==> config.mk <==
export PLATFORM = sky130hd
export DESIGN_NAME = game_tick_timer_flat
export DESIGN_NICKNAME = d
export VERILOG_FILES = /design/src/rtl/tetris_timing_pkg.sv /design/src/rtl/game_tick_timer_if.sv /design/src/rtl/tick_channel.sv /design/src/rtl/game_tick_timer.sv /design/src/flat_wrapper.sv
export SDC_FILE = /design/constraint.sdc
export NUM_CORES = 1
export LEC_CHECK = 0
export CAP_MARGIN = 15
export CORE_ASPECT_RATIO = 1.4
export CORE_UTILIZATION = 55
export CTS_CLUSTER_DIAMETER = 200
export CTS_CLUSTER_SIZE = 10
export DETAILED_ROUTE_END_ITERATION = 8
export PLACE_DENSITY = 0.8
export SYNTH_ARGS = -nofsm -noshare
export SYNTH_HDL_FRONTEND = slang
export SYNTH_SLANG_ARGS = --single-unit
==> constraint.sdc <==
create_clock -name clock -period 6 [get_ports clock]
set_input_delay 1.2 -clock clock [delete_from_list [all_inputs] [get_ports clock]]
set_output_delay 1.2 -clock clock [all_outputs]
set_load 0.01 [all_outputs]
==> src/rtl/tetris_timing_pkg.sv <==
// Shared timing constants for the tetris top level.
// Used by the game timebase and the screen-mode decode.
package tetris_timing_pkg;

  localparam int CLK_HZ_DEFAULT = 50000000;
  localparam logic [2:0] GAMEPLAY_MODE = 3'b001;
  localparam int GRAVITY_PERIOD_L0 = 25000000;

  function automatic logic is_gameplay(
    input logic [2:0] mode
  );
    return mode == GAMEPLAY_MODE;
  endfunction

endpackage

==> src/rtl/game_tick_timer_if.sv <==
// Control and timebase bundle between the tetris top
// level and the game tick timer.
interface game_tick_timer_if #(
  parameter int CNT_W    = 26,
  parameter int SEC_W    = 16,
  parameter int NUM_TICK = 2,
  parameter int TICK_W   = 26
);

  logic                       run;
  logic                       pause;
  logic                       clear;
  logic [NUM_TICK*TICK_W-1:0] tick_period;
  logic [CNT_W-1:0]           sub_count;
  logic [SEC_W-1:0]           seconds;
  logic                       sec_pulse;
  logic [NUM_TICK-1:0]        tick;
  logic                       sat;

  modport master (
    output run, pause, clear, tick_period,
    input  sub_count, seconds, sec_pulse, tick, sat
  );

  modport slave (
    input  run, pause, clear, tick_period,
    output sub_count, seconds, sec_pulse, tick, sat
  );

endinterface

==> src/rtl/tick_channel.sv <==
// One programmable tick channel: strobes once every
// period counting cycles, period 0 disables it.
module tick_channel #(
  parameter int TICK_W = 26
) (
  input  logic              clock,
  input  logic              reset,
  input  logic              clr,
  input  logic              hold,
  input  logic [TICK_W-1:0] period,
  output logic              tick
);

  logic [TICK_W-1:0] cnt;
  logic              last;

  // >= rather than == so a shrunk period never wraps around
  assign last = cnt >= (period - TICK_W'(1));

  always_ff @(posedge clock or posedge reset) begin
    if (reset) begin
      cnt  <= '0;
      tick <= 1'b0;
    end else begin
      tick <= 1'b0;
      if (clr) begin
        cnt <= '0;
      end else if (hold) begin
        cnt <= cnt;
      end else if (period == '0) begin
        cnt <= '0;
      end else if (last) begin
        cnt  <= '0;
        tick <= 1'b1;
      end else begin
        cnt <= cnt + TICK_W'(1);
      end
    end
  end

endmodule

==> src/rtl/game_tick_timer.sv <==
// In-game timebase: sub-second prescaler, saturating
// seconds counter and NUM_TICK tick channels.
module game_tick_timer
  import tetris_timing_pkg::*;
#(
  parameter int CLK_HZ   = CLK_HZ_DEFAULT,
  parameter int CNT_W    = 26,
  parameter int SEC_W    = 16,
  parameter int NUM_TICK = 2,
  parameter int TICK_W   = 26
) (
  input logic         clock,
  input logic         reset,
  game_tick_timer_if.slave bus
);

  localparam logic [CNT_W-1:0] WRAP =
    CNT_W'(CLK_HZ - 1);
  localparam logic [SEC_W-1:0] SEC_MAX = '1;

  logic                run_q;
  logic                run_rise;
  logic                restart;
  logic [CNT_W-1:0]    sub_count;
  logic [SEC_W-1:0]    seconds;
  logic                sec_pulse;
  logic                sat;
  logic [NUM_TICK-1:0] tick;

  assign run_rise = bus.run & ~run_q;
  // clear, a fresh run and idle mode all zero every counter
  assign restart  = bus.clear | run_rise | ~bus.run;

  always_ff @(posedge clock or posedge reset) begin
    if (reset) begin
      run_q     <= 1'b0;
      sub_count <= '0;
      seconds   <= '0;
      sec_pulse <= 1'b0;
      sat       <= 1'b0;
    end else begin
      run_q     <= bus.run;
      sec_pulse <= 1'b0;
      if (restart) begin
        sub_count <= '0;
        seconds   <= '0;
        sat       <= 1'b0;
      end else if (!bus.pause) begin
        if (sub_count == WRAP) begin
          sub_count <= '0;
          if (seconds != SEC_MAX) begin
            seconds   <= seconds + SEC_W'(1);
            sec_pulse <= 1'b1;
            sat <= seconds == (SEC_MAX - SEC_W'(1));
          end
        end else begin
          sub_count <= sub_count + CNT_W'(1);
        end
      end
    end
  end

  for (genvar i = 0; i < NUM_TICK; i++) begin : g_ch
    tick_channel #(
      .TICK_W (TICK_W)
    ) u_ch (
      .clock  (clock),
      .reset  (reset),
      .clr    (restart),
      .hold   (bus.pause),
      .period (bus.tick_period[i*TICK_W +: TICK_W]),
      .tick   (tick[i])
    );
  end

  assign bus.sub_count = sub_count;
  assign bus.seconds   = seconds;
  assign bus.sec_pulse = sec_pulse;
  assign bus.tick      = tick;
  assign bus.sat       = sat;

endmodule

==> src/flat_wrapper.sv <==
// flat-port wrapper written by rule: the top's interface ports become plain ports
module game_tick_timer_flat import tetris_timing_pkg::*;
#(
  parameter int CLK_HZ   = CLK_HZ_DEFAULT,
  parameter int CNT_W    = 26,
  parameter int SEC_W    = 16,
  parameter int NUM_TICK = 2,
  parameter int TICK_W   = 26
)
  (clock, reset, bus_run, bus_pause, bus_clear, bus_tick_period, bus_sub_count, bus_seconds, bus_sec_pulse, bus_tick, bus_sat);
  game_tick_timer_if #(.CNT_W(CNT_W), .SEC_W(SEC_W), .NUM_TICK(NUM_TICK), .TICK_W(TICK_W)) bus_i ();
  input logic clock;
  input logic reset;
  input wire logic [$bits(bus_i.run)-1:0] bus_run;
  input wire logic [$bits(bus_i.pause)-1:0] bus_pause;
  input wire logic [$bits(bus_i.clear)-1:0] bus_clear;
  input wire logic [$bits(bus_i.tick_period)-1:0] bus_tick_period;
  output wire logic [$bits(bus_i.sub_count)-1:0] bus_sub_count;
  output wire logic [$bits(bus_i.seconds)-1:0] bus_seconds;
  output wire logic [$bits(bus_i.sec_pulse)-1:0] bus_sec_pulse;
  output wire logic [$bits(bus_i.tick)-1:0] bus_tick;
  output wire logic [$bits(bus_i.sat)-1:0] bus_sat;
  assign bus_i.run = bus_run;
  assign bus_i.pause = bus_pause;
  assign bus_i.clear = bus_clear;
  assign bus_i.tick_period = bus_tick_period;
  assign bus_sub_count = bus_i.sub_count;
  assign bus_seconds = bus_i.seconds;
  assign bus_sec_pulse = bus_i.sec_pulse;
  assign bus_tick = bus_i.tick;
  assign bus_sat = bus_i.sat;
  game_tick_timer #(.CLK_HZ(CLK_HZ), .CNT_W(CNT_W), .SEC_W(SEC_W), .NUM_TICK(NUM_TICK), .TICK_W(TICK_W)) u_core (.clock(clock), .reset(reset), .bus(bus_i));
endmodule
==> impl_metrics.toml, run 1 <==
[drt]
postRouteAntennaNets = 0
routed_via_density = 5.95
route.detailed.drc = 0
drt_iter0_markers = 206
routed_wl_mm = 16.1
first_pass_iters = 5
wire_per_inst_um = 14.8
route.vias.total = 6489

[layout]
syn_to_final_growth_pct = 21.3
antenna_cells = 0
nets = 1048
drive_gt1_frac = 0.0459
fillCellCount = 1065

[synthesis]
ys_seq_area_frac = 0.345
ys.warnings.count = 0
synth_cell_types = 54
synth.avg_cell_area_um2 = 8.61
synth_ff_type = "dfrtp_1"
synth-async-reset-ratio = 1.00
synth_top_area_frac = 0.345
yosysTopAreaCell = "dfrtp_1"
synth_nets = 951
synth.area.top_cells = "dfrtp_1 (34%), ha_1 (10%), xnor2_1 (5.9%)"
syn-cell-area_um2 = 7190
synth_edf_count = 0
syn_inst = 835
ys_seq_elements = 99

[run]
maxCapViolCount = 0

[pwr]
switching_share = 0.245
pwr-share-comb = 0.096
power_switching_w = 0.000350
seqPwrFrac = 0.468
ir_drop_v = 0.000138
clkPwrFrac = 0.436
leakagePower_nw = 3.48
power.density_nw_per_um2 = 164
p_int_w = 0.00108

[clock_network]
cts_hold_buf = 0
cts_inserted_buffers = 9
clock_latency_ps = 350
cts_setup_buffers = 0
path_clk_slew_ps = 70
htree_levels = 3
clock-root-buffer = "clkbuf_16"
post_cts_resized = 0
clock-sinks = 99
clock_path_buffers = 2
cts_tree = "yes"

[setup_path]
required_ps = 6230
end_kind = "flip-flop"
worstSetupPathType = "input pin to flip-flop"
worstPathArrival_ps = 5490
worstSetupStartpointType = "input pin"
critPathMaxFanout = 32

[sta]
fin_skew_ps = 10.0
setup_violations = 0
slew_headroom = 0.272
holdWs_ps = 543
worst_pin_slew_ps = 1080
rsz0062_at_grt = "no"
finalHoldViolCount = 0
slew_violations = 0
worst_slack_ps = 744
fmax_mhz = 190
tns_ps = 0
period_share = 0.876
min_period_ps = 5260

[floorplan]
die_h_um = 137
num_rows = 49
initial_core_util = 0.561
pin_count = 103
coreArea_um2 = 12800
die_x_um = 98.6
dieArea_um2 = 13500

[global_routing]
grt_pass1_vias = 6037
grt_pass1_wl_mm = 26.9
grtUsageTotal = 0.246
grt_max_degree = 63
grt_overflow = 0
antenna_found_initial = 0

[status]
outcome = "completed"

[place]
hpwlAfterDp_mm = 12.0
place_ws_ps = 153
io_buffers = 102
place.gp.congestion = 0.869

[min_path]
hold_class = "flip-flop to flip-flop"
==> cells in the mapped netlist, drive strengths merged, types with 2 or more instances <==
library cell	count
or3	19
or4	9
nor2	97
mux2i	7
a32oi	3
a21o	9
a21oi	32
o21a	6
inv	20
nand2b	4
nand2	87
ha	59
nand3	52
and3	19
xor2	38
a22o	9
o21ai	34
nor2b	6
nor4	15
a211oi	5
a221o	4
xnor2	48
and2	12
nand4	36
o311ai	8
buf	8
a41oi	6
a32o	2
nor3	20
and4	6
o211ai	2
clkbuf	20
a31oi	6
o22ai	2
o31ai	12
nand3b	3
or2	4
dfrtp	99
==> logic make-up (layout without fill, tap and decap cells) <==
group	Yosys count	in the layout	synth area share
flip-flops	99	99	0.345
XOR/XNOR	86	86	0.105
multiplexers	7	7	0.00975
AO/OA/AOI/OAI	142	142	0.133
buffers and inverters	48	150	0.0279
AND/OR/NAND/NOR	394	394	0.277
adder cells (fa/ha/maj)	59	59	0.103
==> placed cells by master, fill, tap and decap left out, drive strengths merged, types with 20 or more instances in the layout <==
master         netlist  routed
clkdlybuf4s50        0     102
xor2                38      38
nand4               36      36
inv                 20      24
o21ai               34      34
a21oi               32      32
dfrtp               99      99
nand2               87      87
nor3                20      20
ha                  59      59
nand3               52      52
nor2                97      97
xnor2               48      48
==> area by class of cell <==
| type | instances | area [um^2] | share of cell area |
|---|---|---|---|
| multi-input combinational | 688 | 4520 | 0.519 |
| sequential | 99 | 2480 | 0.284 |
| timing repair buffer | 114 | 1130 | 0.130 |
| clock buffer | 10 | 239 | 0.0274 |
| tap | 153 | 191 | 0.0220 |
| clock inverter | 6 | 78.8 | 0.00904 |
| inverter | 20 | 77.6 | 0.00890 |
==> power by group through the flow <==
stage / Sequential, W / Combinational (W) / Clock, W
after floorplan: 0.000682 / 0.0000672 / 0
after global placement: 0.000682 / 0.000135 / 0
after detailed placement: 0.000682 / 0.000137 / 0
after CTS: 0.000669 / 0.000138 / 0.000634
after global routing: 0.000669 / 0.000153 / 0.000660
final: 0.000669 / 0.000137 / 0.000623
==> sequential cells by signal, indices dropped and copies added, names as in the netlist <==
| signal | cells |
|---|---|
| u_core.g_ch.u_ch.cnt | 52 |
| u_core.g_ch.u_ch.tick | 2 |
| u_core.bus.seconds | 16 |
| u_core.bus.sec_pulse | 1 |
| u_core.run_q | 1 |
| u_core.bus.sub_count | 26 |
| u_core.bus.sat | 1 |
==> through the flow <==
step / utilization / instances / total power, W / area (um^2)
after floorplan: - / 835 / 0.000749 / 7190
after global placement: 0.653 / 1073 / 0.000817 / 8370
after detailed placement: 0.653 / 1073 / 0.000819 / 8370
after CTS: 0.678 / 1089 / 0.00144 / 8690
after global routing: 0.680 / 1090 / 0.00148 / 8720
final: 0.680 / 1090 / 0.00143 / 8720
==> per-layer routing <==
layer / GRT usage / part of all wire / vias to the layer above
met5: 0 / 0 / -
met1: 0.297 / 0.43 / 3073
met4: 0.0904 / 0.016 / 0
met3: 0.0330 / 0.030 / 21
li1: - / - / 3249
met2: 0.449 / 0.52 / 146
==> worst max-delay path, cell delays in order <==
cell and delay, ps:
clkdlybuf4s50_1 490, nor4_1 430, or4b_4 560, or3_4 440
nor3_1 230, xnor2_1 90, ha_1 310, nand4_1 170
nor4_1 390, nor3b_1 230, a22o_1 240, nor3_4 90
buf_16 190, and3_1 170, a221o_1 250
==> path summary, 6_finish.rpt <==
check	start	to	slack, ps	cells past startpoint
max	bus_tick_period[29]	u_core.g_ch[1].u_ch.cnt[10]	740	15
min	u_core.g_ch[1].u_ch.cnt[19]	u_core.g_ch[1].u_ch.cnt[19]	540	1
max reg2reg	u_core.bus.sub_count[16]	u_core.bus.seconds[7]	3300	7
min reg2reg	u_core.g_ch[1].u_ch.cnt[19]	u_core.g_ch[1].u_ch.cnt[19]	540	1
max in group asynchronous	reset	u_core.g_ch[0].u_ch.cnt[11]	3660	3
min in group asynchronous	reset	u_core.g_ch[0].u_ch.cnt[5]	1350	2
Power figures use the tool's default switching activity.
==> run 2, diff against run 1 <==
- ABC_CLOCK_PERIOD_IN_PS: default -> 6000
- CORE_MARGIN: default -> 4
==> run 2 against run 1 <==
  * Sequential power is essentially flat
  * Power is 5.0% lower
  * Global-route usage fell by 2.3 points
  * First-iteration DRC count increased by 2.4%
  * Sequential share of layout area increased by 0.18 points
  * Clock-buffer cell count did not move
  * Hold slack worse by 3.5 ps
  * Core utilization down 0.44 points
  * Combinational power about the same
  * Die area up 11%
  * Cell count hardly changed
  * Highest routed layer unchanged
==> impl_metrics.toml, run 2 (synthesis gave the netlist of run 1 again) <==
[min_path]
worstHoldStart = "u_core.g_ch[1].u_ch.cnt[2]"
hold_class = "flip-flop to flip-flop"

[clock_network]
cts_inserted_buffers = 9
path_clk_slew_ps = 70
htree_levels = 3
cts_hold_buf = 0
clock_latency_ps = 350
cts_tree = "yes"
post_cts_resized = 0
cts_setup_buffers = 0
clock-root-buffer = "clkbuf_16"
clock-sinks = 99
clock_path_buffers = 2

[sta]
slew_violations = 0
rsz0062_at_grt = "no"
worst_pin_slew_ps = 1070
min_period_ps = 5290
period_share = 0.882
finalHoldViolCount = 0
fin_skew_ps = 9.89
tns_ps = 0
slew_headroom = 0.278
fmax_mhz = 189
setup_violations = 0

[layout]
regMostFlops = "u_core.g_ch.u_ch.cnt"
layout_commonest_cell = "clkdlybuf4s50_1"
fillCellCount = 1085
top_regs = "u_core.g_ch.u_ch.cnt: 52 flops, u_core.bus.sub_count: 26 flops, u_core.bus.seconds: 16 flops"
final_cell_mix = "clkdlybuf4s50_1 (102), dfrtp_1 (99), nor2_1 (97), nand2_1 (87), ha_1 (59)"
drive_gt1_frac = 0.0449
syn_to_final_growth_pct = 20.5
nets = 1047
stdcell_count = 1089
largest_register_ffs = 52
antenna_cells = 0

[setup_path]
worstPathArrival_ps = 5520
timing.rr.start = "u_core.bus.sub_count[16]"
end_kind = "flip-flop"
startpoint = "bus_tick_period[29]"
critPathMaxFanout = 24
worstSetupPathType = "input pin to flip-flop"
worstSetupStartpointType = "input pin"
required_ps = 6230

[floorplan]
initial_core_util = 0.561
die_x_um = 105
pin_count = 103
dieArea_um2 = 15000
coreArea_um2 = 12800
num_rows = 49
die_h_um = 143

[pwr]
power_w = 0.00136
power_switching_w = 0.000337
switching_share = 0.249
p_int_w = 0.00102
clkPwrFrac = 0.407
seqPwrFrac = 0.493
ir_drop_v = 0.000113
leakagePower_nw = 3.44
power.density_nw_per_um2 = 157
pwr-share-comb = 0.100

[global_routing]
grtUsageTotal = 0.224
antenna_found_initial = 0
grt_overflow = 0
grt_pass1_vias = 6182
grt_max_degree = 57
grt_pass1_wl_mm = 28.2

[run]
maxCapViolCount = 0

[place]
io_buffers = 102
hpwlAfterDp_mm = 12.3
place.gp.congestion = 0.857
dpl.cell_count = 1072

[drt]
wire_per_inst_um = 15.0
routed_wl_mm = 16.4
routed_via_density = 5.91
first_pass_iters = 5
postRouteAntennaNets = 0
route.vias.total = 6433
drt_iter0_markers = 211
route.detailed.drc = 0

[status]
outcome = "completed"
==> run 2: metal layers <==
layer,global-route usage,vias to the layer above,part of all wire
li1,-,3227,-
met1,0.272,3052,0.43
met2,0.415,136,0.52
met3,0.0276,18,0.040
met4,0.0677,0,0.015
met5,0,-,0
==> run 2: through the flow <==
step | worst slack, ps | hold slack (ps) | util | area (um^2)
final | 710 | 539 | 0.676 | 8660
after global routing | 353 | 559 | 0.676 | 8660
after global placement | 232 | 516 | 0.653 | 8370
after CTS | 411 | 539 | 0.675 | 8650
after floorplan | 1220 | 484 | - | 7190
after detailed placement | 60.2 | 521 | 0.653 | 8370
==> run 2: final timing paths <==
check | end | slack (ps) | cells past startpoint
max | u_core.g_ch[1].u_ch.cnt[6] | 710 | 15
min | u_core.g_ch[1].u_ch.cnt[2] | 540 | 1
max reg2reg | u_core.bus.seconds[7] | 3300 | 7
min reg2reg | u_core.g_ch[1].u_ch.cnt[2] | 540 | 1
max in group asynchronous | u_core.g_ch[1].u_ch.cnt[20] | 3640 | 3
min in group asynchronous | u_core.g_ch[0].u_ch.cnt[0] | 1320 | 2
==> run 2: critical path, stage by stage <==
cell and delay, ps:
clkdlybuf4s50_1 490, nor4_1 430, or4b_4 560, or3_4 430, nor3_1 230, xnor2_1 90
ha_1 310, nand4_1 170, nor4_1 390, nor3b_1 220, a22o_1 240, nor3_4 110
buf_8 200, and3_1 170, a221o_1 260
==> run 2: final cells by class <==
type                            count  area, um^2  share of cell area
Multi-Input combinational cell    688        4530               0.523
Sequential cell                    99        2480               0.286
Timing Repair Buffer              113        1110               0.128
Clock buffer                       10         229              0.0264
Tap cell                          153         191              0.0221
Inverter                           20        77.6             0.00896
Clock inverter                      6        48.8             0.00563
==> run 2: power groups by stage <==
stage | clock network (W) | registers (W) | logic, W
after floorplan | 0 | 0.000682 | 0.0000672
after global placement | 0 | 0.000682 | 0.000134
after detailed placement | 0 | 0.000682 | 0.000137
after CTS | 0.000561 | 0.000669 | 0.000138
after global routing | 0.000584 | 0.000669 | 0.000153
final | 0.000551 | 0.000669 | 0.000136
